[src/rtl/conv_accum_pkg.sv]
// Shared constants, tag type and saturation-limit helpers for the conv_accum
// post-multiplier accumulate/requantize pipeline.
package conv_accum_pkg;

  localparam int DEF_M     = 8;
  localparam int DEF_CH    = 3;
  localparam int DEF_ACC_W = 24;
  localparam int DEF_OUT_W = 8;
  localparam int PIPE_LAT  = 4;

  typedef struct packed {
    logic [4:0] row;
    logic [4:0] col;
  } tag_t;

  function automatic longint sat_umax(input int w);
    return (longint'(1) << w) - 1;
  endfunction

  function automatic longint sat_smax(input int w);
    return (longint'(1) << (w - 1)) - 1;
  endfunction

  function automatic longint sat_smin(input int w);
    return -(longint'(1) << (w - 1));
  endfunction

endpackage

[src/rtl/conv_accum_if.sv]
// Product/tag bundle into the accumulator and the requantized pixel stream out.
interface conv_accum_if #(
  parameter int M     = 8,
  parameter int ACC_W = 24,
  parameter int OUT_W = 8
);
  logic                    valid_in;
  logic                    clear;
  logic                    done_in;
  logic [4:0]              row_in;
  logic [4:0]              col_in;
  logic signed [2*M-1:0]   d11, d12, d13, d21, d22, d23, d31, d32, d33;
  logic signed [ACC_W-1:0] bias;
  logic [4:0]              shift;
  logic                    relu_en;
  logic                    valid_out;
  logic                    done_out;
  logic [4:0]              row_out;
  logic [4:0]              col_out;
  logic [OUT_W-1:0]        dout;

  modport master (
    output valid_in, clear, done_in, row_in, col_in,
    output d11, d12, d13, d21, d22, d23, d31, d32, d33,
    output bias, shift, relu_en,
    input  valid_out, done_out, row_out, col_out, dout
  );

  modport slave (
    input  valid_in, clear, done_in, row_in, col_in,
    input  d11, d12, d13, d21, d22, d23, d31, d32, d33,
    input  bias, shift, relu_en,
    output valid_out, done_out, row_out, col_out, dout
  );
endinterface

[src/rtl/conv_accum_requant_sat.sv]
// Requantization: floor arithmetic right shift, then ReLU/unsigned or signed
// saturation into OUT_W bits. Purely combinational; the caller registers it.
module requant_sat
  import conv_accum_pkg::*;
#(
  parameter int ACC_W = DEF_ACC_W,
  parameter int OUT_W = DEF_OUT_W
) (
  input  logic signed [ACC_W-1:0] acc_i,
  input  logic [4:0]              shift_i,
  input  logic                    relu_en_i,
  output logic [OUT_W-1:0]        dout_o
);
  localparam longint UMAX_L = sat_umax(OUT_W);
  localparam longint SMAX_L = sat_smax(OUT_W);
  localparam longint SMIN_L = sat_smin(OUT_W);

  logic signed [ACC_W-1:0] shifted;
  logic signed [63:0]      wide;

  assign shifted = acc_i >>> shift_i;
  assign wide    = 64'(shifted);

  always_comb begin
    dout_o = wide[OUT_W-1:0];
    if (relu_en_i) begin
      if (wide < 0)           dout_o = '0;
      else if (wide > UMAX_L) dout_o = '1;
    end else begin
      if (wide > SMAX_L)      dout_o = {1'b0, {(OUT_W-1){1'b1}}};
      else if (wide < SMIN_L) dout_o = {1'b1, {(OUT_W-1){1'b0}}};
    end
  end
endmodule

[src/rtl/conv_accum.sv]
// Four-stage accumulator: row sums, window sum, per-pixel channel accumulation
// with bias, then requantization. No backpressure; one beat per cycle.
module conv_accum
  import conv_accum_pkg::*;
#(
  parameter int M     = DEF_M,
  parameter int CH    = DEF_CH,
  parameter int ACC_W = DEF_ACC_W,
  parameter int OUT_W = DEF_OUT_W
) (
  input logic       clk,
  input logic       rst_n,
  conv_accum_if.slave bus
);
  localparam int CNT_W = (CH > 1) ? $clog2(CH) : 1;
  localparam logic [CNT_W-1:0] LAST_CH = CNT_W'(CH - 1);

  logic signed [2*M-1:0]   prod [9];
  logic signed [ACC_W-1:0] row_sum_d [3];
  logic signed [ACC_W-1:0] row_sum_q [3];
  logic                    s1_valid_q, s2_valid_q;
  tag_t                    s1_tag_q, s2_tag_q, s3_tag_q, out_tag_q;
  logic signed [ACC_W-1:0] s1_bias_q, s2_bias_q;
  logic signed [ACC_W-1:0] win_d, win_q;
  logic signed [ACC_W-1:0] acc_d, acc_q;
  logic [CNT_W-1:0]        ch_cnt_d, ch_cnt_q;
  logic                    pix_done_d, s3_done_q;
  logic [OUT_W-1:0]        rq_dout, dout_q;
  logic                    valid_out_q;
  logic [PIPE_LAT-1:0]     done_q;

  assign prod[0] = bus.d11;
  assign prod[1] = bus.d12;
  assign prod[2] = bus.d13;
  assign prod[3] = bus.d21;
  assign prod[4] = bus.d22;
  assign prod[5] = bus.d23;
  assign prod[6] = bus.d31;
  assign prod[7] = bus.d32;
  assign prod[8] = bus.d33;

  for (genvar gi = 0; gi < 3; gi++) begin : g_row
    assign row_sum_d[gi] = ACC_W'(prod[3*gi]) + ACC_W'(prod[3*gi+1]) + ACC_W'(prod[3*gi+2]);
  end

  assign win_d = row_sum_q[0] + row_sum_q[1] + row_sum_q[2];

  // Clear wins over a same-cycle valid beat: the beat is simply not accumulated.
  always_comb begin
    acc_d      = acc_q;
    ch_cnt_d   = ch_cnt_q;
    pix_done_d = 1'b0;
    if (bus.clear) begin
      acc_d    = '0;
      ch_cnt_d = '0;
    end else if (s2_valid_q) begin
      acc_d      = (ch_cnt_q == '0) ? s2_bias_q + win_q : acc_q + win_q;
      pix_done_d = (ch_cnt_q == LAST_CH);
      ch_cnt_d   = pix_done_d ? '0 : ch_cnt_q + CNT_W'(1);
    end
  end

  requant_sat #(.ACC_W(ACC_W), .OUT_W(OUT_W)) u_requant_sat (
    .acc_i     (acc_q),
    .shift_i   (bus.shift),
    .relu_en_i (bus.relu_en),
    .dout_o    (rq_dout)
  );

  always_ff @(posedge clk or negedge rst_n) begin
    if (!rst_n) begin
      s1_valid_q  <= 1'b0;
      s1_tag_q    <= '0;
      s1_bias_q   <= '0;
      for (int i = 0; i < 3; i++) row_sum_q[i] <= '0;
      s2_valid_q  <= 1'b0;
      s2_tag_q    <= '0;
      s2_bias_q   <= '0;
      win_q       <= '0;
      acc_q       <= '0;
      ch_cnt_q    <= '0;
      s3_done_q   <= 1'b0;
      s3_tag_q    <= '0;
      valid_out_q <= 1'b0;
      dout_q      <= '0;
      out_tag_q   <= '0;
      done_q      <= '0;
    end else begin
      s1_valid_q <= bus.valid_in & ~bus.clear;
      s1_tag_q   <= tag_t'{row: bus.row_in, col: bus.col_in};
      s1_bias_q  <= bus.bias;
      for (int i = 0; i < 3; i++) row_sum_q[i] <= row_sum_d[i];
      s2_valid_q <= s1_valid_q & ~bus.clear;
      s2_tag_q   <= s1_tag_q;
      s2_bias_q  <= s1_bias_q;
      win_q      <= win_d;
      acc_q      <= acc_d;
      ch_cnt_q   <= ch_cnt_d;
      s3_done_q  <= pix_done_d;
      if (pix_done_d) s3_tag_q <= s2_tag_q;
      valid_out_q <= s3_done_q & ~bus.clear;
      if (s3_done_q) begin
        dout_q    <= rq_dout;
        out_tag_q <= s3_tag_q;
      end
      done_q <= {done_q[PIPE_LAT-2:0], bus.done_in};
    end
  end

  assign bus.valid_out = valid_out_q;
  assign bus.dout      = dout_q;
  assign bus.row_out   = out_tag_q.row;
  assign bus.col_out   = out_tag_q.col;
  assign bus.done_out  = done_q[PIPE_LAT-1];
endmodule

[src/flat_wrapper.sv]
// flat-port wrapper written by rule: the top's interface ports become plain ports
module conv_accum_flat import conv_accum_pkg::*;
#(
  parameter int M     = DEF_M,
  parameter int CH    = DEF_CH,
  parameter int ACC_W = DEF_ACC_W,
  parameter int OUT_W = DEF_OUT_W
)
  (clk, rst_n, bus_valid_in, bus_clear, bus_done_in, bus_row_in, bus_col_in, bus_d11, bus_d12, bus_d13, bus_d21, bus_d22, bus_d23, bus_d31, bus_d32, bus_d33, bus_bias, bus_shift, bus_relu_en, bus_valid_out, bus_done_out, bus_row_out, bus_col_out, bus_dout);
  conv_accum_if #(.M(M), .ACC_W(ACC_W), .OUT_W(OUT_W)) bus_i ();
  input logic clk;
  input logic rst_n;
  input wire logic [$bits(bus_i.valid_in)-1:0] bus_valid_in;
  input wire logic [$bits(bus_i.clear)-1:0] bus_clear;
  input wire logic [$bits(bus_i.done_in)-1:0] bus_done_in;
  input wire logic [$bits(bus_i.row_in)-1:0] bus_row_in;
  input wire logic [$bits(bus_i.col_in)-1:0] bus_col_in;
  input wire logic [$bits(bus_i.d11)-1:0] bus_d11;
  input wire logic [$bits(bus_i.d12)-1:0] bus_d12;
  input wire logic [$bits(bus_i.d13)-1:0] bus_d13;
  input wire logic [$bits(bus_i.d21)-1:0] bus_d21;
  input wire logic [$bits(bus_i.d22)-1:0] bus_d22;
  input wire logic [$bits(bus_i.d23)-1:0] bus_d23;
  input wire logic [$bits(bus_i.d31)-1:0] bus_d31;
  input wire logic [$bits(bus_i.d32)-1:0] bus_d32;
  input wire logic [$bits(bus_i.d33)-1:0] bus_d33;
  input wire logic [$bits(bus_i.bias)-1:0] bus_bias;
  input wire logic [$bits(bus_i.shift)-1:0] bus_shift;
  input wire logic [$bits(bus_i.relu_en)-1:0] bus_relu_en;
  output wire logic [$bits(bus_i.valid_out)-1:0] bus_valid_out;
  output wire logic [$bits(bus_i.done_out)-1:0] bus_done_out;
  output wire logic [$bits(bus_i.row_out)-1:0] bus_row_out;
  output wire logic [$bits(bus_i.col_out)-1:0] bus_col_out;
  output wire logic [$bits(bus_i.dout)-1:0] bus_dout;
  assign bus_i.valid_in = bus_valid_in;
  assign bus_i.clear = bus_clear;
  assign bus_i.done_in = bus_done_in;
  assign bus_i.row_in = bus_row_in;
  assign bus_i.col_in = bus_col_in;
  assign bus_i.d11 = bus_d11;
  assign bus_i.d12 = bus_d12;
  assign bus_i.d13 = bus_d13;
  assign bus_i.d21 = bus_d21;
  assign bus_i.d22 = bus_d22;
  assign bus_i.d23 = bus_d23;
  assign bus_i.d31 = bus_d31;
  assign bus_i.d32 = bus_d32;
  assign bus_i.d33 = bus_d33;
  assign bus_i.bias = bus_bias;
  assign bus_i.shift = bus_shift;
  assign bus_i.relu_en = bus_relu_en;
  assign bus_valid_out = bus_i.valid_out;
  assign bus_done_out = bus_i.done_out;
  assign bus_row_out = bus_i.row_out;
  assign bus_col_out = bus_i.col_out;
  assign bus_dout = bus_i.dout;
  conv_accum #(.M(M), .CH(CH), .ACC_W(ACC_W), .OUT_W(OUT_W)) u_core (.clk(clk), .rst_n(rst_n), .bus(bus_i));
endmodule
[config.mk]
export PLATFORM = sky130hd
export DESIGN_NAME = conv_accum_flat
export DESIGN_NICKNAME = d
export VERILOG_FILES = /design/src/rtl/conv_accum_pkg.sv /design/src/rtl/conv_accum_if.sv /design/src/rtl/conv_accum_requant_sat.sv /design/src/rtl/conv_accum.sv /design/src/flat_wrapper.sv
export SDC_FILE = /design/constraint.sdc
export NUM_CORES = 1
export LEC_CHECK = 0
export ABC_AREA = 1
export CORE_ASPECT_RATIO = 1.25
export CORE_MARGIN = 2
export CORE_UTILIZATION = 55
export DETAILED_ROUTE_END_ITERATION = 8
export PLACE_DENSITY = 0.82
export SKIP_LAST_GASP = 1
export SLEW_MARGIN = 30
export SYNTH_ARGS = -nofsm -noshare
export SYNTH_HDL_FRONTEND = slang
export SYNTH_SLANG_ARGS = --single-unit
[constraint.sdc]
create_clock -name clk -period 8.2 [get_ports clk]
set_input_delay 1.64 -clock clk [delete_from_list [all_inputs] [get_ports clk]]
set_output_delay 1.64 -clock clk [all_outputs]
set_load 0.02 [all_outputs]
==> impl_metrics.csv, run 1 <==
group,metric,value,unit
outcome,status,"finished clean",
clock_tree,cts.htree.levels,1,
floorplanning,die_w,140,um
global_routing,grt_antenna_before_repair,0,
yosys,ys_seq_area_share,40.7,%
critical_path,r2r_slack,4760,ps
sta,finalMaxSlewViolations,0,
critical_path,regToRegEndpoint,"u_core.acc_q[23]",
route,top_layer,"met4",
clock_tree,clock_sinks,208,
critical_path,cp.required,8590,ps
floorplanning,dieArea,24500,um2
sta,fin_crit,4470,ps
finish,syn_to_final_growth,24.3,%
global_routing,grt_pass1_wl,50900,um
critical_path,crit_type,"in -> reg",
min_path,worstHoldEndpoint,"u_core.s2_bias_q[2]",
sta,tightest_slew,783,ps
route,wl_met2,16300,um
finish,drive_gt1_share,3.45,%
route,wl_met1,11600,um
floorplanning,start_util,55.9,%
critical_path,path_cells,"clkdlybuf4s50_1, fa_1, ha_1, inv_1, fa_1, o21ai_0, nand2_1, nand2_1, a21oi_1, o21ai_0, nand2_1, nand2_1, nand2_1, nand2_1, nand2_1, nand2_1, nand2_1, nand2_1, nand2_1",
min_path,hold_depth,0,
power_and_ir_drop,vdd_ir_drop_max,0.000165,V
place,dp_hpwl,24800,um
route,drt_iter0_markers,563,
route,vias,10500,
sta,setup_tns,0,ps
sta,rsz0062_at_grt,"false",
critical_path,cp_slowest_cell,"fa_1",
yosys,syn-num-nets,1807,
route,routed_wl,30300,um
global_routing,grt_use_total,25.6,%
yosys,ys_types,46,
clock_tree,cts_made_buffers,21,
sta,hold_violations,0,
clock_tree,cts_buffer_depth,3,
clock_tree,cts_tree,"built",
sta,skew,28.9,ps
critical_path,critPathBufInv,2,
critical_path,r2r_start,"u_core.ch_cnt_q[1]",
critical_path,crit_top_cell,"nand2_1",
critical_path,startpoint,"bus_d13[1]",
yosys,syn_area,12800,um2
flow_run,max_cap_viol_count,0,
power_and_ir_drop,p_per_area,307,nW/um2
global_routing,grt_pass1_vias,10800,
finish,antenna_cells,0,
finish,final_net_count,2013,
route,drc,0,
route,avgViaCountPerCell,5.32,
clock_tree,cts_resized,0,
place,globalplace.congestion,0.937,
clock_tree,clk_pin_slew,60,ps
critical_path,crit_fanout,3,
global_routing,grt_max_degree,129,
power_and_ir_drop,leakage,7.64,nW
critical_path,critical-path-max-stage-delay,550,ps
min_path,worstHoldPathType,"reg -> reg",
route,post_drt_wl_per_cell,15.4,um
floorplanning,ios,209,
clock_tree,clockRootBuffer,"clkbuf_16",
sta,slew_headroom,47.6,%
route,first_pass_iters,5,
floorplanning,rows,62,
yosys,yosysWarningCount,0,
yosys,syn_avg_cell_area,8.78,um2
route,ant_nets,0,
critical_path,path_delay_family,"adder cells",
global_routing,gr-total-overflow,0,
power_and_ir_drop,power.total,0.00488,W
yosys,yosys_register_bits,208,
critical_path,critical_path.startpoint_type,"input port",
critical_path,end_kind,"flop",
clock_tree,clock_latency,500,ps
sta,min_period_over_period,54.5,%
route,route.met3.wl,1210,um
place,portBuffers,208,
sta,final-setup-viol-count,0,
clock_tree,post-cts-setup-buffer-count,0,
critical_path,reg2reg_depth,17,
yosys,synthCells,1458,
floorplanning,coreArea,22900,um2
critical_path,crit_arrival,4860,ps
floorplanning,die_y,175,um
min_path,hold_path_startpoint,"u_core.s1_bias_q[2]",
clock_tree,cts.hold.buffers_added,0,
sta,fmax,224,MHz
## cell usage in the layout, fill, tap and decap left out, types with 3 or more instances in the layout
master / Yosys / layout
a21boi_0: 5 / 5
clkinv_1: 3 / 3
clkbuf_8: 0 / 4
o211ai_1: 4 / 4
ha_1: 89 / 89
o21ai_0: 103 / 103
a21o_1: 10 / 10
nand2_1: 416 / 416
nand3_1: 91 / 91
fa_1: 71 / 71
nor2_1: 68 / 66
nand4_1: 7 / 7
o31ai_1: 3 / 3
inv_1: 132 / 132
clkdlybuf4s50_1: 0 / 207
nand2_2: 3 / 3
xor2_1: 41 / 41
dfrtp_1: 208 / 208
o2111ai_1: 4 / 4
or2_2: 3 / 3
clkinvlp_4: 0 / 3
clkbuf_16: 0 / 21
buf_4: 2 / 4
a21oi_1: 105 / 105
nor3_1: 7 / 7
a211oi_1: 4 / 4
nor2_2: 1 / 3
a31oi_1: 3 / 3
o22ai_1: 6 / 6
xnor2_1: 20 / 20
## synthesized netlist by cell type (all sizes together)
cell type  instances  area [um2]
nand4              7        43.8
fa                71        1420
a41oi              1        8.76
buf               15        85.1
or2                3        18.8
nand2            419        1580
a221oi             1        8.76
and2               2        12.5
a21oi            105         526
nor2              69         262
nor3               7        35.0
o21a               1        7.51
inv              134         503
xnor2             20         175
a21o              10        75.1
a21boi             5        37.5
and3               1        6.26
nand3b             1        7.51
o22ai              6        37.5
o21ai            108         559
o31ai              3        22.5
a32o               1        10.0
o21bai             2        15.0
nand3             91         455
a311oi             1        8.76
o2111ai            4        35.0
clkbuf            16        60.1
xor2              41         359
nor3b              1        7.51
clkinv             3        11.3
a31oi              3        18.8
a211oi             4        30.0
o211ai             4        30.0
ha                89        1110
nor4               1        6.26
dfrtp            208        5200
## worst max path at each step
stage | cells after the start | endpoint | slack, ps
5_1_grt | 21 | u_core.row_sum_q[70] | 3440
2_1_floorplan | 18 | u_core.row_sum_q[70] | 4140
6_report | 19 | u_core.row_sum_q[70] | 3730
4_1_cts | 19 | u_core.row_sum_q[70] | 3740
3_5_place_dp | 19 | u_core.row_sum_q[70] | 3230
3_3_place_gp | 21 | u_core.row_sum_q[70] | 3410
## area by class of cell
type | count | area (um2)
tap | 288 | 360
clock inverter | 12 | 146
timing repair buffer | 214 | 2160
multi-input combinational | 1082 | 6940
inverter | 137 | 514
clock buffer | 26 | 584
sequential | 208 | 5200
fill | 1721 | 6980
## layer usage
layer | global-route usage (%) | vias up
met2 | 48.7 | 295
li1 | - | 5167
met3 | 2.84 | 77
met5 | 0 | -
met1 | 29.4 | 4925
met4 | 9.39 | 0
## power by group
part	leakage (nW)	switching [W]	total, W	internal [W]
Combinational	4.75	0.00146	0.00250	0.00104
Clock	0.351	0.000399	0.000979	0.000580
Sequential	2.54	0.000117	0.00140	0.00129
## cell families (layout without fill, tap and decap cells)
| kind of cell | count (synthesis) | after routing | share of synthesized area, % |
|---|---|---|---|
| AO/OA/AOI/OAI | 259 | 259 | 11.2 |
| XOR/XNOR | 61 | 61 | 4.17 |
| adder cells (fa/ha/maj) | 160 | 160 | 19.8 |
| flip-flops | 208 | 208 | 40.7 |
| AND/OR/NAND/NOR | 602 | 602 | 19.0 |
| buffers and inverters | 168 | 389 | 5.15 |
## state kept, by name, indices dropped and copies added (netlist names)
name                  count
u_core.row_sum_q         54
u_core.acc_q             24
u_core.s1_bias_q         24
u_core.s2_bias_q         24
u_core.win_q             24
u_core.s1_tag_q          10
u_core.s2_tag_q          10
u_core.s3_tag_q          10
u_core.bus.dout           8
u_core.bus.col_out        5
u_core.bus.row_out        5
u_core.done_q             4
u_core.ch_cnt_q           2
u_core.bus.valid_out      1
u_core.s1_valid_q         1
u_core.s2_valid_q         1
u_core.s3_done_q          1
## per-stage QoR
| stage | instances | cell area, um2 | utilization (%) | worst slack (ps) | hold slack (ps) |
|---|---|---|---|---|---|
| floorplan | 1458 | 12800 | - | 4140 | 331 |
| global placement | 1928 | 15100 | 66.2 | 3410 | 333 |
| detailed placement | 1928 | 15100 | 66.2 | 3230 | 335 |
| CTS | 1966 | 15900 | 69.3 | 3740 | 349 |
| global route | 1967 | 15900 | 69.5 | 3440 | 351 |
| finish | 1967 | 15900 | 69.5 | 3730 | 347 |
## worst reg2reg max path: cells and delay by family, from the launching register on
family	cells	cell delay, ps
simple gates	8	1050
compound gates	5	770
buf+inv	3	710
flops	1	400
fa+ha+maj	1	370
Power figures use the tool's default switching activity.
==> inputs of run 2 (changes only) <==
==> constraint.sdc (replaced) <==
create_clock -name clk -period 4.7 [get_ports clk]
set_input_delay 0.94 -clock clk [delete_from_list [all_inputs] [get_ports clk]]
set_output_delay 0.94 -clock clk [all_outputs]
set_load 0.02 [all_outputs]
==> impl_metrics.csv, run 2 (synthesis gave the netlist of run 1 again) <==
group,metric,value,unit
finish,fill_cells,1722,
flow_run,max_cap_viol_count,0,
power_and_ir_drop,p_seq_share,28.9,%
finish,largest_register_ffs,54,
route,first_pass_iters,5,
power_and_ir_drop,power.total,0.00847,W
floorplanning,rows,62,
critical_path,crit_type,"in -> reg",
clock_tree,clock_latency,490,ps
floorplanning,die_y,175,um
floorplanning,ios,209,
finish,utilization,69.3,%
sta,slew_headroom,44.3,%
outcome,status,"finished clean",
critical_path,crit_fanout,3,
critical_path,critPathBufInv,4,
clock_tree,cts.hold.buffers_added,0,
critical_path,crit_top_cell,"nand2_1",
floorplanning,dieArea,24500,um2
clock_tree,clockRootBuffer,"clkbuf_16",
route,drt_iter0_markers,563,
critical_path,critical_path.startpoint_type,"input port",
clock_tree,cts.htree.levels,1,
clock_tree,clock_sinks,208,
clock_tree,post-cts-setup-buffer-count,0,
critical_path,path_cells,"clkdlybuf4s50_1, inv_1, fa_1, inv_1, ha_1, inv_1, fa_1, o21ai_0, nand2_1, nand2_1, a21oi_1, o21ai_0, nand2_1, nand2_1, nand2_1, nand2_1, nand2_1, nand2_1, nand2_1, nand2_1, nand2_1",
place,dp_hpwl,25100,um
sta,hold_violations,0,
sta,tightest_slew,836,ps
finish,syn_to_final_growth,23.9,%
route,vias,10600,
finish,multi_input_area,6940,um2
global_routing,grt_max_degree,119,
global_routing,gr-total-overflow,0,
power_and_ir_drop,p_int,0.00502,W
sta,fin_crit,3730,ps
route,post_drt_wl_per_cell,15.8,um
place,globalplace.congestion,0.937,
power_and_ir_drop,p_comb_share,52.0,%
place,portBuffers,208,
finish,top_register,"u_core.row_sum_q",
global_routing,grt_pass1_vias,11200,
floorplanning,coreArea,22900,um2
clock_tree,cts_tree,"built",
power_and_ir_drop,sw_frac_of_total,40.7,%
sta,final-setup-viol-count,0,
sta,min_period_over_period,79.4,%
power_and_ir_drop,vdd_ir_drop_max,0.000329,V
finish,final_cell_mix,"nand2_1 (416), dfrtp_1 (208), clkdlybuf4s50_1 (207)",
clock_tree,clk_pin_slew,60,ps
min_path,worstHoldPathType,"reg -> reg",
route,avgViaCountPerCell,5.37,
global_routing,grt_pass1_wl,52200,um
power_and_ir_drop,switchingPower,0.00344,W
route,ant_nets,0,
global_routing,grt_antenna_before_repair,0,
clock_tree,cts_buffer_depth,3,
critical_path,cp_slowest_cell,"clkdlybuf4s50_1",
sta,rsz0062_at_grt,"false",
global_routing,grt_use_total,26.2,%
critical_path,path_delay_family,"adder cells",
power_and_ir_drop,p_per_area,534,nW/um2
finish,drive_gt1_share,3.33,%
critical_path,crit_arrival,4110,ps
clock_tree,cts_resized,0,
power_and_ir_drop,p_clk_share,19.0,%
route,drc,0,
sta,finalMaxSlewViolations,0,
sta,fmax,268,MHz
sta,skew,14.0,ps
power_and_ir_drop,leakage,7.64,nW
finish,antenna_cells,0,
finish,final_net_count,2016,
critical_path,end_kind,"flop",
finish,mostFrequentLayoutCell,"nand2_1",
clock_tree,cts_made_buffers,20,
critical_path,cp.required,5080,ps
finish,seq_area,5200,um2
sta,setup_tns,0,ps
critical_path,critical-path-max-stage-delay,450,ps
route,routed_wl,31100,um
floorplanning,die_w,140,um
floorplanning,start_util,55.9,%
[run 2: per-stage QoR]
step / instance area (um2) / cells / hold slack [ps] / setup slack [ps]
2_1_floorplan: 12800 / 1458 / 331 / 1340
3_3_place_gp: 15200 / 1933 / 332 / 622
3_5_place_dp: 15200 / 1933 / 336 / 502
4_1_cts: 15900 / 1968 / 345 / 1010
5_1_grt: 15900 / 1968 / 345 / 658
6_report: 15900 / 1968 / 340 / 970
[run 2: layer usage]
| metal | wire length (um) | vias up | GRT usage, % |
|---|---|---|---|
| li1 | - | 5185 | - |
| met1 | 11900 | 5016 | 29.8 |
| met2 | 16900 | 298 | 50.3 |
| met3 | 1200 | 71 | 2.53 |
| met4 | 1090 | 0 | 9.81 |
| met5 | 0 | - | 0 |
[run 2: layout make-up]
type	instances	share of cell area [%]
repair buffers	218	13.7
well taps	288	2.27
inverters	137	3.24
clock inverters	5	0.316
multi-input cells	1082	43.7
flip-flops and latches	208	32.8
clock buffers	30	3.91
[run 2: power groups by stage]
stage                     sequential, W  combinational [W]  clock, W
after floorplan                 0.00243            0.00323         0
after global placement          0.00247            0.00418         0
after detailed placement        0.00249            0.00433         0
after CTS                       0.00246            0.00438   0.00163
after global routing            0.00249            0.00502   0.00170
final                           0.00245            0.00441   0.00161
[run 2: final timing paths]
path	startpoint	endpoint	slack [ps]	depth (start not counted)
worst max-delay path	bus_d13[0]	u_core.row_sum_q[70]	970	21
worst min-delay path	u_core.s1_bias_q[2]	u_core.s2_bias_q[2]	340	0
worst max register to register	u_core.ch_cnt_q[1]	u_core.acc_q[23]	1280	14
worst min register to register	u_core.s1_bias_q[2]	u_core.s2_bias_q[2]	340	0
max in group asynchronous	rst_n	u_core.acc_q[1]	3320	2
min in group asynchronous	rst_n	u_core.bus.dout[4]	500	1
==> inputs of run 3 (changes only) <==
--- a/config.mk
+++ b/config.mk
@@ -8,9 +8,9 @@
 export ABC_AREA = 1
 export CORE_ASPECT_RATIO = 1.25
 export CORE_MARGIN = 2
-export CORE_UTILIZATION = 55
+export CORE_UTILIZATION = 49
 export DETAILED_ROUTE_END_ITERATION = 8
-export PLACE_DENSITY = 0.82
+export PLACE_DENSITY = 0.77
 export SKIP_LAST_GASP = 1
 export SLEW_MARGIN = 30
 export SYNTH_ARGS = -nofsm -noshare
==> constraint.sdc (replaced) <==
create_clock -name clk -period 3.4 [get_ports clk]
set_input_delay 0.68 -clock clk [delete_from_list [all_inputs] [get_ports clk]]
set_output_delay 0.68 -clock clk [all_outputs]
set_load 0.02 [all_outputs]
==> impl_metrics.csv, run 3 (synthesis gave the netlist of run 1 again) <==
group,metric,value,unit
power_and_ir_drop,p_per_area,730,nW/um2
sta,fin_ws,244,ps
outcome,status,"finished clean",
global_routing,grt_pass1_wl,52200,um
clock_tree,clk_pin_slew,60,ps
sta,min_period_over_period,92.8,%
route,drc,0,
finish,final_net_count,2057,
route,route.met3.wl,1350,um
finish,largest_register_ffs,54,
global_routing,grt_antenna_before_repair,0,
power_and_ir_drop,p_seq_share,28.4,%
global_routing,grt_use_total,23.6,%
critical_path,crit_arrival,3540,ps
clock_tree,cts.hold.buffers_added,0,
sta,rsz0062_at_grt,"true",
route,wl_met2,16900,um
clock_tree,clock_latency,500,ps
place,dp_hpwl,25500,um
critical_path,crit_type,"in -> reg",
floorplanning,die_y,185,um
sta,fin_crit,3160,ps
floorplanning,dieArea,27400,um2
place,globalplace.congestion,0.901,
clock_tree,cts.htree.levels,1,
critical_path,end_kind,"flop",
critical_path,cp_slowest_cell,"fa_1",
route,wl_met1,11800,um
sta,slew_headroom,51.2,%
clock_tree,clockRootBuffer,"clkbuf_16",
flow_run,max_cap_viol_count,0,
floorplanning,rows,66,
sta,hold_violations,0,
finish,syn_to_final_growth,27.2,%
power_and_ir_drop,power.total,0.0119,W
place,portBuffers,208,
sta,finalMaxSlewViolations,0,
power_and_ir_drop,switchingPower,0.00478,W
power_and_ir_drop,vdd_ir_drop_max,0.000407,V
finish,utilization,63.0,%
sta,fmax,317,MHz
critical_path,critical-path-max-stage-delay,560,ps
route,vias,10600,
sta,skew,14.7,ps
power_and_ir_drop,sw_frac_of_total,40.2,%
route,post_drt_wl_per_cell,15.2,um
sta,final-setup-viol-count,0,
power_and_ir_drop,p_clk_share,18.9,%
power_and_ir_drop,p_comb_share,52.7,%
sta,tightest_slew,732,ps
floorplanning,start_util,49.5,%
min_path,worstHoldPathType,"in -> async",
route,drt_iter0_markers,491,
place,place_inst,2026,
finish,drive_gt1_share,5.58,%
route,avgViaCountPerCell,5.13,
power_and_ir_drop,leakage,7.85,nW
clock_tree,clock_sinks,208,
finish,top_register,"u_core.row_sum_q",
finish,mostFrequentLayoutCell,"nand2_1",
critical_path,crit_top_cell,"nand2_1",
finish,final_cell_mix,"nand2_1 (416), dfrtp_1 (208), clkdlybuf4s50_1 (207)",
clock_tree,cts_made_buffers,20,
global_routing,gr-total-overflow,0,
global_routing,grt_pass1_vias,11100,
route,top_layer,"met4",
finish,final_cells,2060,
critical_path,path_delay_family,"adder cells",
critical_path,cp.required,3780,ps
critical_path,critPathBufInv,2,
floorplanning,coreArea,25800,um2
power_and_ir_drop,p_int,0.00710,W
global_routing,grt_max_degree,91,
critical_path,crit_fanout,2,
critical_path,path_cells,"clkdlybuf4s50_1, fa_1, ha_1, inv_1, fa_1, nor2_1, a211oi_1, o21ai_1, nand3_1, nand2_1, nand2_1, nand2_1, nand2_1, nor2_1, nor2_1, o21ai_0, nand2_1",
critical_path,critical_path.startpoint_type,"input port",
route,routed_wl,31300,um
route,ant_nets,0,
floorplanning,ios,209,
clock_tree,cts_tree,"built",
finish,antenna_cells,0,
floorplanning,die_w,149,um
place,dp_slack,-354,ps
clock_tree,cts_buffer_depth,3,
route,first_pass_iters,5,
==> run 3: cell type report <==
type,count,area [um2]
fillers,2171,9570
multi-input cells,1082,6940
flip-flops and latches,208,5200
repair buffers,259,2530
clock buffers,24,526
inverters,137,514
well taps,340,425
clock inverters,10,143
==> run 3: stage by stage <==
stage,hold slack [ps],area [um2],TNS (ps)
6_report,215,16300,0
5_1_grt,270,16300,-91.6
4_1_cts,259,16300,0
3_5_place_dp,335,15600,-2440
3_3_place_gp,332,15600,-1770
2_1_floorplan,331,12800,0
==> run 3: worst reg2reg max path, delay by kind of cell (launching register included) <==
kind,cells,cell delay [ps]
and+or+nand+nor,8,1190
AOI/OAI and AO/OA,5,730
DFF,1,410
adders and majority gates,1,360
buffers and inverters,2,250
==> run 3: what timing repair did <==
item	in CTS	in global routing
setup endpoints to repair	0	6
resized for setup	0	4
setup buffers	0	0
==> run 3: worst paths after layout <==
kind                               startpoint                    end  slack (ps)  depth (start not counted)
max                                bus_d33[1]   u_core.row_sum_q[22]         240                         17
min                                     rst_n  u_core.bus.row_out[4]         220                          1
max reg2reg                u_core.ch_cnt_q[1]       u_core.acc_q[23]         320                         16
min reg2reg                u_core.s1_tag_q[0]     u_core.s2_tag_q[0]         350                          0
max in group asynchronous               rst_n    u_core.row_sum_q[5]        2330                          2
min in group clk           u_core.s1_tag_q[0]     u_core.s2_tag_q[0]         350                          0
==> run 3: metal layers <==
metal	global-route usage, %	up-vias
met1	25.7	4942
met3	3.02	73
met4	9.64	0
met5	0	-
met2	45.7	299
li1	-	5263
==> run 3: power groups by stage <==
stage / clock network [W] / registers, W / logic [W]
2_1_floorplan: 0 / 0.00336 / 0.00447
3_3_place_gp: 0 / 0.00341 / 0.00597
3_5_place_dp: 0 / 0.00342 / 0.00616
4_1_cts: 0.00229 / 0.00338 / 0.00626
5_1_grt: 0.00239 / 0.00344 / 0.00712
6_report: 0.00224 / 0.00338 / 0.00627
==> patch 1 (flow settings as in run 1) <==
Set the package constant `DEF_OUT_W` to 10 (it was 8).
--- a/src/rtl/conv_accum_pkg.sv
+++ b/src/rtl/conv_accum_pkg.sv
@@ -5,7 +5,7 @@
   localparam int DEF_M     = 8;
   localparam int DEF_CH    = 3;
   localparam int DEF_ACC_W = 24;
-  localparam int DEF_OUT_W = 8;
+  localparam int DEF_OUT_W = 10;
   localparam int PIPE_LAT  = 4;
 
   typedef struct packed {
Interface: changed (resized bus_dout); port bits go from 209 to 211. No check against the original RTL was run, so the function may have changed too.
==> patch 1 against run 1 <==
- non-clock buffer count grew 1
- first-iteration DRC count grew 4.4%
- synthesized cell count shrank 1.9%
- sequential share of layout area grew 0.44 points
- sequential cell count grew 2
- critical path depth shrank 7
- routed wire length grew 2.7%
- worst setup slack gained 0.070 ns
- synthesized area shrank 0.22%
- count of clock-buffer cells in the layout grew 1
- total power shrank 0.74%
- cell area shrank 0.39%
- critical path type unchanged
- highest routed layer unchanged
==> patch 1: results (changes against run 1) <==
metric,value,unit,change
status,"finished, final reports clean",,
ys_types,42,,-8.7%
critPathSlowestCell,o21ai_0,,
reg2reg_to,u_core.acc_q[18],,
grt_use_total,25.9,%,+0.39 points
grtUsageMet2,50.0,%,+1.3 points
groute.layer.met3.usage,2.87,%,+0.028 points
power_leakage,7.52,nW,-1.5%
synthesis.nets,1780,,-1.5%
fillers,1744,,+1.3%
fin_nets,1989,,-1.2%
crit_start,bus_d33[3],,
synthAdderAreaFrac,19.9,%,+0.045 points
synth_compound_area_share,12.2,%,+1.0 points
initialDrtViolationCount,588,,+4.4%
drive_gt1_share,3.21,%,-0.25 points
grt_max_degree,131,,+1.6%
path_max_fanout,4,,+1
max_stage_delay,0.53,ns,-0.02 ns
drt_wl_total,31.1,mm,+2.7%
cp.arrival,4.84,ns,-0.02 ns
post-place-ws,3.35,ns,+0.119 ns
viasPerCell,5.44,,+2.3%
grt_pass1_wl,51.4,mm,+1.0%
antenna_found_initial,1,,+1
tightest_slew,0.861,ns,+0.0777 ns
path_delay_family,compound AO/OA/AOI/OAI gates,,
patch 1: power by group:
part	internal, mW	switching (mW)	total (mW)
clock	0.551	0.378	0.928
sequential	1.30	0.118	1.41
combinational	1.02	1.49	2.51
total	2.86	1.99	4.85
patch 1: logic make-up after synthesis:
family | after synthesis
AO/OA/AOI/OAI | 288
XOR/XNOR | 59
adder cells (fa/ha/maj) | 160
buffers and inverters | 146
flip-flops | 210
AND/OR/NAND/NOR | 568
patch 1: worst reg2reg max path: cells and delay by family, from the launching register on:
family / cells / cell delay (ns)
buf+inv: 2 / 0.43
simple gates: 9 / 0.98
fa+ha+maj: 2 / 0.64
flops: 1 / 0.41
compound gates: 4 / 0.84
patch 1: worst min path at each step:
stage	depth (start not counted)	endpoint	from
finish	0	u_core.s2_bias_q[7]	u_core.s1_bias_q[7]
global route	0	u_core.s2_bias_q[16]	u_core.s1_bias_q[16]
CTS	0	u_core.s2_bias_q[3]	u_core.s1_bias_q[3]
detailed placement	0	u_core.s2_bias_q[3]	u_core.s1_bias_q[3]
global placement	0	u_core.s2_bias_q[15]	u_core.s1_bias_q[15]
floorplan	0	u_core.done_q[1]	u_core.done_q[0]
patch 1: layout make-up:
class	count	area, um2	area share (%)
multi-input cells	1075	6950	43.9
repair buffers	215	2160	13.7
inverters	118	443	2.80
well taps	288	360	2.27
flip-flops and latches	210	5260	33.2
diodes	1	2.50	0.0158
clock inverters	8	105	0.663
clock buffers	27	567	3.58
patch 1: layer usage:
metal,vias to the layer above,routed length [um]
met4,0,1330
met2,363,16900
met1,4992,11400
li1,5142,-
met5,-,0
met3,76,1480
==> patch 2 (flow settings as in run 1) <==
Made on the original files. Reset style: synchronous (`rst_n`), changed in one clocked block.
--- a/src/rtl/conv_accum.sv
+++ b/src/rtl/conv_accum.sv
@@ -67,7 +67,7 @@
     .dout_o    (rq_dout)
   );
 
-  always_ff @(posedge clk or negedge rst_n) begin
+  always_ff @(posedge clk) begin
     if (!rst_n) begin
       s1_valid_q  <= 1'b0;
       s1_tag_q    <= '0;
Function: changed (Yosys sat finds a counterexample within 10 cycles, from zero or initial values and one cycle with rst_n low; the reset may be asserted at any time).
==> patch 2 against run 1 <==
- utilization shrank 1.1 points
- synthesized area grew 0.11%
- sequential cell count did not move
- synthesized cell count is 19% higher
- sequential share of layout area down 6.2 points
- cell area is 1.3% lower
- worst setup slack lost 0.26 ns
- routed wire length is 5.5% higher
- clock skew is 0.017 ns lower
- critical endpoint is now u_core.row_sum_q[0][15]
Power is not compared: it rests on default switching activity, and its combinational part moved more than twofold at a synthesized area within 25%.
==> patch 2: results (changes against run 1) <==
metric,value,unit,change
r2r_start,u_core.row_sum_q[0][1],,
hold_path_depth,2,,+2
cp.arrival,5.14,ns,+0.28 ns
ys_top_cells_by_count,"nand2_1 (388), inv_1 (251), dfxtp_1 (208), a21oi_1 (165), o21ai_0 (164)",,
post-place-ws,3.03,ns,-0.197 ns
dp_hpwl,25.0,mm,+1.1%
antenna_found_initial,1,,+1
timing.slew.headroom,45.2,%,-2.4 points
routabilityCongestion,0.908,,-3.1%
status,"finished, final reports clean",,
ir_worst_vdd,0.126,mV,
drt_wl_total,31.9,mm,+5.5%
cts_buffers,20,,-4.8%
grt_pass1_wl,52.8,mm,+3.7%
yosys_most_used_dff,dfxtp_1,,
fin_nets,2268,,+13%
finalCriticalPeriod,4.72,ns,+0.256 ns
r2r_slack,4.72,ns,-0.04 ns
viasPerCell,5.29,,-0.51%
initialDrtViolationCount,654,,+16%
synthesis.nets,2084,,+15%
first_global_vias,11645,,+7.6%
reg2reg_to,u_core.win_q[21],,
crit_path_end,u_core.row_sum_q[0][15],,
synth_area_leaders,"dfxtp_1 (33%), nand2_1 (11%), fa_1 (11%), ha_1 (8.7%), inv_1 (7.4%)",,
r2r_cells,13,,-4
ys_types,42,,-8.7%
fin_skew,0.0119,ns,-0.0171 ns
synthArstFlopShare,0,%,-100 points
drive_gt1_share,2.33,%,-1.1 points
grt_max_degree,110,,-15%
synth_seq_area_share,32.5,%,-8.2 points
grt_use_total,25.9,%,+0.38 points
## patch 2: cell types whose count changed after synthesis, moves of 60 or more
cell,run 1,this run
dfrtp_1,208,0
dfxtp_1,0,208
inv_1,132,251
nor2_1,68,131
o21ai_0,103,164
a21oi_1,105,165
## patch 2: critical path, cell delays in order
cell             delay, ns
clkdlybuf4s50_1       0.44
fa_1                  0.55
ha_1                  0.18
inv_1                 0.07
fa_1                  0.35
inv_1                 0.10
nand3_1               0.07
nand2_1               0.11
a31oi_1               0.13
o21ai_0               0.42
a21boi_0              0.30
o21ai_0               0.35
nand2_1               0.11
nand2_1               0.09
o21ai_0               0.08
a21oi_1               0.14
## patch 2: metal layers
layer | track usage, % | vias to the layer above | routed length, um
met1 | 29.0 | 5340 | 12400
met3 | 3.15 | 92 | 1480
li1 | - | 5960 | -
met4 | 10.9 | 0 | 1260
met2 | 49.4 | 358 | 16700
met5 | 0 | - | 0
## patch 2: cells by family (layout without fill, tap and decap cells)
logic type      count (synthesis)  count (layout)  synth area share [%]
buf+inv                       307             503                  9.26
mux                             3               3                 0.254
flops                         208             208                  32.5
simple gates                  643             643                  20.2
other cells                     0               1                     0
compound gates                398             398                  16.9
fa+ha+maj                     160             160                  19.8
xor+xnor                       16              16                  1.09
## patch 2: final cells by class
cell class	count	area, um2
diodes	1	2.50
clock buffers	30	589
clock inverters	4	27.5
fillers	1915	7260
inverters	253	950
multi-input cells	1220	7460
flip-flops and latches	208	4160
well taps	288	360
repair buffers	216	2140
## patch 2: metrics by stage
stage               power (mW)  hold slack, ns  instances  area [um2]
floorplan                 2.07           0.390       1735       12800
global placement          2.39           0.392       2185       15100
global route              3.55           0.421       2220       15700
finish                    3.31           0.409       2220       15700
CTS                       3.31           0.408       2219       15700
detailed placement        2.43           0.396       2185       15100
## patch 2: worst min path at each step
stage,from,endpoint,slack [ns]
2_1_floorplan,u_core.done_q[0],u_core.done_q[1],0.39
3_3_place_gp,u_core.s1_bias_q[10],u_core.s2_bias_q[10],0.39
3_5_place_dp,u_core.s1_bias_q[22],u_core.s2_bias_q[22],0.40
4_1_cts,u_core.s1_bias_q[3],u_core.s2_bias_q[3],0.41
5_1_grt,u_core.s1_bias_q[23],u_core.s2_bias_q[23],0.42
6_report,u_core.s1_bias_q[3],u_core.s2_bias_q[3],0.41
## patch 2: report_power, final
group | internal (mW) | switching [mW]
sequential | 1.14 | 0.0598
combinational | 0.505 | 0.738
clock | 0.497 | 0.377
total | 2.14 | 1.17
